`src/rtl/axi_ar_beat_splitter.sv`:
```
// AXI4 read-address splitter: turns one AR burst into per-beat command entries
// pushed into the bridge's async command/size FIFOs in the wclk domain.
module axi_ar_beat_splitter #(
  parameter int ADDR_W   = 32,
  parameter int ID_W     = 4,
  parameter int MAX_SIZE = 2
) (
  input  logic              wclk,
  input  logic              resetn,
  input  logic [ID_W-1:0]   s_arid,
  input  logic [ADDR_W-1:0] s_araddr,
  input  logic [7:0]        s_arlen,
  input  logic [2:0]        s_arsize,
  input  logic [1:0]        s_arburst,
  input  logic              s_arvalid,
  output logic              s_arready,
  input  logic              cmd_full,
  output logic              cmd_push,
  output logic [ADDR_W-1:0] cmd_addr,
  output logic [2:0]        cmd_size,
  output logic [ID_W-1:0]   cmd_id,
  output logic              cmd_last,
  output logic              busy,
  output logic              err_pulse
);

  typedef enum logic [0:0] {IDLE = 1'b0, BURST = 1'b1} state_t;

  localparam logic [2:0]        MAX_SZ = 3'(MAX_SIZE);
  localparam logic [1:0]        B_FIXED = 2'b00;
  localparam logic [1:0]        B_INCR  = 2'b01;
  localparam logic [1:0]        B_WRAP  = 2'b10;
  localparam logic [ADDR_W-1:0] ONE     = ADDR_W'(1);

  state_t              r_state, w_state_nxt;
  logic [ID_W-1:0]     r_id;
  logic [ADDR_W-1:0]   r_addr;
  logic [ADDR_W-1:0]   r_wmask;
  logic [2:0]          r_size;
  logic [1:0]          r_burst;
  logic [7:0]          r_beat_cnt;
  logic                r_err;

  logic                w_handshake;
  logic                w_push;
  logic                w_size_ok;
  logic                w_wrap_len_ok;
  logic                w_bad_burst;
  logic                w_bad_wrap;
  logic [2:0]          w_cap_size;
  logic [1:0]          w_cap_burst;
  logic                w_cap_err;
  logic [ADDR_W-1:0]   w_cap_wmask;
  logic [ADDR_W-1:0]   w_inc;
  logic [ADDR_W-1:0]   w_aligned;
  logic [ADDR_W-1:0]   w_incr_next;
  logic [ADDR_W-1:0]   w_wrap_next;
  logic [ADDR_W-1:0]   w_addr_next;

  // Sanitise the incoming AR: malformed bursts fall back to INCR, oversize beats clamp.
  always_comb begin
    w_size_ok     = (s_arsize <= MAX_SZ);
    w_cap_size    = w_size_ok ? s_arsize : MAX_SZ;
    w_wrap_len_ok = (s_arlen == 8'd1) || (s_arlen == 8'd3) ||
                    (s_arlen == 8'd7) || (s_arlen == 8'd15);
    w_bad_burst   = (s_arburst == 2'b11);
    w_bad_wrap    = (s_arburst == B_WRAP) && !w_wrap_len_ok;
    w_cap_burst   = (w_bad_burst || w_bad_wrap) ? B_INCR : s_arburst;
    w_cap_err     = w_bad_burst || w_bad_wrap || !w_size_ok;
    w_cap_wmask   = ((ADDR_W'(s_arlen) + ONE) << w_cap_size) - ONE;
  end

  // Next beat address; the wrap path aligns first so an unaligned start behaves like INCR.
  always_comb begin
    w_inc       = ONE << r_size;
    w_aligned   = r_addr & ~(w_inc - ONE);
    w_incr_next = w_aligned + w_inc;
    w_wrap_next = (r_addr & ~r_wmask) | ((w_aligned + w_inc) & r_wmask);
    case (r_burst)
      B_FIXED: w_addr_next = r_addr;
      B_WRAP:  w_addr_next = w_wrap_next;
      default: w_addr_next = w_incr_next;
    endcase
  end

  // Next-state and handshake outputs.
  always_comb begin
    w_state_nxt = r_state;
    s_arready   = 1'b0;
    busy        = 1'b0;
    w_push      = 1'b0;
    cmd_last    = 1'b0;
    case (r_state)
      IDLE: begin
        s_arready = 1'b1;
        if (s_arvalid) begin
          w_state_nxt = BURST;
        end else begin
          w_state_nxt = IDLE;
        end
      end
      BURST: begin
        busy     = 1'b1;
        w_push   = !cmd_full;
        cmd_last = (r_beat_cnt == 8'd0);
        if (w_push && (r_beat_cnt == 8'd0)) begin
          w_state_nxt = IDLE;
        end else begin
          w_state_nxt = BURST;
        end
      end
      default: w_state_nxt = IDLE;
    endcase
  end

  assign w_handshake = s_arvalid && s_arready;
  assign cmd_push    = w_push;
  assign cmd_addr    = r_addr;
  assign cmd_size    = r_size;
  assign cmd_id      = r_id;
  assign err_pulse   = r_err;

  // State register.
  always_ff @(posedge wclk or negedge resetn) begin
    if (!resetn) begin
      r_state <= IDLE;
    end else begin
      r_state <= w_state_nxt;
    end
  end

  // Burst context: captured on the AR handshake, stepped on each accepted push.
  always_ff @(posedge wclk or negedge resetn) begin
    if (!resetn) begin
      r_id       <= '0;
      r_addr     <= '0;
      r_wmask    <= '0;
      r_size     <= 3'd0;
      r_burst    <= 2'b00;
      r_beat_cnt <= 8'd0;
      r_err      <= 1'b0;
    end else begin
      r_err <= w_handshake && w_cap_err;
      if (w_handshake) begin
        r_id       <= s_arid;
        r_addr     <= s_araddr;
        r_wmask    <= w_cap_wmask;
        r_size     <= w_cap_size;
        r_burst    <= w_cap_burst;
        r_beat_cnt <= s_arlen;
      end else if (w_push && (r_beat_cnt != 8'd0)) begin
        r_addr     <= w_addr_next;
        r_beat_cnt <= r_beat_cnt - 8'd1;
      end
    end
  end

endmodule

```
`config.mk`:
```
export PLATFORM = sky130hd
export DESIGN_NAME = axi_ar_beat_splitter
export DESIGN_NICKNAME = d
export VERILOG_FILES = /design/src/rtl/axi_ar_beat_splitter.sv
export SDC_FILE = /design/constraint.sdc
export NUM_CORES = 1
export LEC_CHECK = 0
export BUFFER_PORTS_ARGS = -buffer_cell sky130_fd_sc_hd__buf_2
export CAP_MARGIN = 5
export CELL_PAD_IN_SITES_DETAIL_PLACEMENT = 1
export CELL_PAD_IN_SITES_GLOBAL_PLACEMENT = 1
export CORE_ASPECT_RATIO = 1.1
export CORE_UTILIZATION = 40
export CTS_CLUSTER_DIAMETER = 50
export DETAILED_ROUTE_END_ITERATION = 10
export GPL_ROUTABILITY_DRIVEN = 0
export PLACE_DENSITY_LB_ADDON = 0.08
export SLEW_MARGIN = 10
export SYNTH_ARGS = -nofsm -noshare
export SYNTH_HDL_FRONTEND = slang
export SYNTH_SLANG_ARGS = --single-unit
```
`constraint.sdc`:
```
create_clock -name wclk -period 6.57 [get_ports wclk]
set_clock_uncertainty 0.2 [all_clocks]
set_input_delay 0.657 -clock wclk [delete_from_list [all_inputs] [get_ports wclk]]
set_output_delay 0.657 -clock wclk [all_outputs]
set_load 0.05 [all_outputs]
```
**Yosys cells after proc, flatten, opt, wreduce, memory -nomap -nowiden**

Index checks and enable logic that the tools add are counted.

- Flip-flop bits (word level): 83
- Input port bits: 53
- Output and inout bits: 44
- Word-level logic and storage cells: 63

- $add $sub $neg: 5
- Magnitude comparators: 1
- Equality and inequality tests: 8
- Shift operators: 2
- Muxes and demuxes: 14
- Bitwise operators: 7
- Reductions and logical operators: 18

Operators by type and width:

| kind | number |
|---|---|
| AND 32 bit | 3 |
| two-way mux 32 bit | 2 |
| NOT 32 bit | 2 |
| one-hot mux 32 bit (2 select lines) | 1 |
| subtractor 32 x 1 -> 32 bit (second input constant) | 2 |
| adder 32 bit | 1 |
| OR 32 bit | 1 |
| left shift 1 x 3 -> 32 bit (first input constant) | 1 |
| left shift 9 x 3 -> 32 bit | 1 |
| two-way mux 8 bit | 2 |
| adder 8 x 1 -> 9 bit (second input constant) | 1 |
| == test 8 x 1 -> 1 bit (second input constant) | 1 |
| == test 8 x 2 -> 1 bit (second input constant) | 1 |
| == test 8 x 3 -> 1 bit (second input constant) | 1 |
| == test 8 x 4 -> 1 bit (second input constant) | 1 |
| logical NOT 8 bit | 1 |
| nonzero test 8 bit | 1 |
| subtractor 8 x 1 -> 8 bit (second input constant) | 1 |
| == test 2 bit (second input constant) | 3 |
| two-way mux 1 bit | 6 |
| logical AND 1 bit | 5 |
| logical OR 1 bit | 5 |
| less-or-equal comparator 3 x 2 -> 1 bit (second input constant) | 1 |
| logical NOT 1 bit | 3 |
| other kinds (8) | 8 |

**Logic depth before layout (Yosys ltp)**

- Depth after elaboration: 10
- Mapped depth: 13
- Depth with buffers taken out: 10

**Worst setup path after synthesis**

Ideal clock, no wire load.

- Path type: register to register
- Start: reg r_size[0] (netlist: cmd_size[0])
- End: reg (tool-made name)
- Data arrival time: 3524 ps
- Required time: 6244 ps
- Slack: 2720 ps
- Cell stages (with the launch flop): 13
- Buffers on the path: 3
- Clock period less this slack: 3850 ps
- Path through: dfrtp_1 buf_2 buf_1 nand2_1 ha_1 clkbuf_1 nor3b_1 o21ai_0 a32o_1 or4_4 a2111oi_4 xnor2_1 a221o_1

RTL lines:

| element | RTL line | RTL |
|---|---|---|
| start: declaration | 39 | `logic [2:0] r_size;` |
| start signal: assignment | 148 | `r_size <= w_cap_size;` |

==> results.yml <==
detailed_routing:
  drc_errors: 0
  wire_per_inst_um: 18.4
  viasPerCell: 5.72
  vias: 5379
  wirelength_mm: 17.3
  antenna_left: 0
  drtIter0Drc: 276
  first_pass_iters: 4
setup_path:
  cp_num_buf_inv: 1
  required_ns: 6.60
  startpoint_type: "register"
  crit_start: "cmd_size[0]$_DFFE_PN0P_"
  slowest_delay_ns: 0.77
  criticalPathCategory: "reg2reg"
  slowest_stage: "dfrtp_1"
  reg2reg_slack_ns: 2.10
  critPathCaptureType: "register"
  crit_chain: "inv_1, nand2_1, ha_1, nand2_1, a211o_1, a32o_1, or4_4, a21oi_1, a21oi_1, a221o_1"
  critPathArrivalTime_ns: 4.49
  crit_family: "compound AO/OA/AOI/OAI gates"
  crit_path_max_fanout: 22
  r2r-start: "cmd_size[0]$_DFFE_PN0P_"
synth:
  synth_area_leaders: "dfrtp_1, nand2_1, o21ai_0"
  yosysWarnings: 0
  synth.cell_area_um2: 5530
  synth_common_cells: "nand2_1, dfrtp_1, nor2_1, o21ai_0, a21oi_1"
  syn_nets: 747
  synth-edff-count: 0
  synthArstFlopShare: 1.00
  synth_ff_type: "dfrtp_1"
  yosysUniqueCellTypes: 76
  ys_seq_area_frac: 0.371
  synth.most_common_cell: "nand2_1"
  syn_avg_cell_area_um2: 8.08
  ys_ff_latch: 82
  synth_top_area_cell: "dfrtp_1"
  syn_inst: 684
  synth_top_area_frac: 0.371
sta:
  period_share: 0.680
  hold_viol: 0
  whs_ns: 0.0254
  slew_violations: 0
  worst_pin_slew_ns: 1.05
  post-route-min-period_ns: 4.47
  setup_viol: 0
  rsz0062_at_grt: "false"
  fin_tns_setup_ns: 0
  clock.fmax_ghz: 0.224
  relSlewSlack: 0.301
placed_design:
  place_area_um2: 6100
  dp_hpwl_mm: 12.5
  io_buffer_count: 96
floorplanning:
  initial_core_util: 0.415
  die_x_um: 114
  pin_count: 97
  core-area_um2: 13300
  die_area_um2: 14300
  fp.dieH_um: 125
  rows: 44
cells_and_area:
  syn_to_final_growth_pct: 15.4
  nets: 814
  insertedDiodeCount: 0
  nFillCells: 1658
  final_area_um2: 6380
  final_util: 0.479
  drive_gt1_frac: 0.180
worst_hold_path:
  hp-class: "in2async"
outcome:
  status: "finished clean"
cts:
  post_cts_resized: 0
  numCtsBuffers: 9
  post-cts-setup-buffers: 0
  clkLatencyLatePin_ns: 0.35
  clock_path_buffers: 2
  cts_tree: "done"
  cts-htree-levels: 3
  clkTransAtPathRegs_ns: 0.07
  holdBufCountCts: 0
  clock-sinks: 82
  cts-root-buf: "clkbuf_16"
global_routing:
  antenna_found_initial: 0
  grt_pass1_vias: 5574
  grt_usage: 0.257
  grt_max_degree: 82
  grt-ovfl-total: 0
  grt_pass1_wl_mm: 28.9
flow_run:
  maxCapViolations: 0
power:
  power_per_cell_area_nw_per_um2: 395
  total_power_mw: 2.52
  p_leak_nw: 2.84
  vdd_drop_max_mv: 0.149
==> area by class of cell <==
class                      count  area [um^2]  share of cell area
multi-input combinational    543         3250               0.510
timing repair buffer         100          513              0.0804
clock inverter                 6         47.5             0.00745
sequential                    82         2050               0.322
inverter                      15         56.3             0.00882
tap                          184          230              0.0361
clock buffer                  10          229              0.0359
==> cells in the final DEF, fill, tap and decap left out, types with 4 or more instances in the layout <==
cell       instances
nand2_1          126
buf_2             95
dfrtp_1           82
nor2_1            61
o21ai_0           56
a21oi_1           35
xnor2_1           27
inv_1             15
nor3_1            14
nand3_1           14
and3_1            13
nand4_1           12
o211ai_1          12
nor2b_1           11
and4_1            10
a31oi_1           10
ha_1              10
xor2_1             9
clkbuf_16          9
mux2i_1            7
nand2b_1           6
a21o_1             6
a211oi_1           5
o21a_1             5
o31ai_1            5
buf_4              5
and2_1             4
o22ai_1            4
a21boi_0           4
nor4_1             4
or3_1              4
inv_6              4
==> per-layer routing <==
metal	track usage	part of all wire	wire (um)
met1	0.351	0.47	8210
met2	0.414	0.48	8230
met3	0.0378	0.038	652
met4	0.0894	0.013	231
met5	0	0	0
==> worst paths after layout <==
| check | depth (start not counted) | to |
|---|---|---|
| worst max register to register | 10 | register |
| max in group asynchronous | 2 | cmd_id[0]$_DFFE_PN0P_ |
| worst max-delay path | 10 | register |
| min in group wclk | 2 | cmd_id[2]$_DFFE_PN0P_ |
| worst min-delay path | 1 | async pin |
| worst min register to register | 2 | cmd_id[2]$_DFFE_PN0P_ |
==> per-stage QoR <==
step,worst slack (ns),instances
5_1_grt,1.73,940
3_3_place_gp,2.39,924
3_5_place_dp,2.16,924
2_1_floorplan,2.72,684
6_report,2.10,940
4_1_cts,2.15,940
==> where the power goes <==
part           internal (mW)  switching [mW]
clock                  0.261           0.225
combinational          0.352           0.800
sequential             0.669           0.211
total                   1.28            1.24
==> cells by family (layout without fill, tap and decap cells) <==
| family | after synthesis | count (layout) | share of synthesized area |
|---|---|---|---|
| buffers and inverters | 59 | 131 | 0.0423 |
| flip-flops | 82 | 82 | 0.371 |
| other | 1 | 1 | 0.000678 |
| AO/OA/AOI/OAI | 182 | 182 | 0.219 |
| multiplexers | 10 | 10 | 0.0188 |
| XOR/XNOR | 36 | 36 | 0.0570 |
| adder cells (fa/ha/maj) | 10 | 10 | 0.0226 |
| AND/OR/NAND/NOR | 304 | 304 | 0.269 |
(Power assumes the default switching activity.)
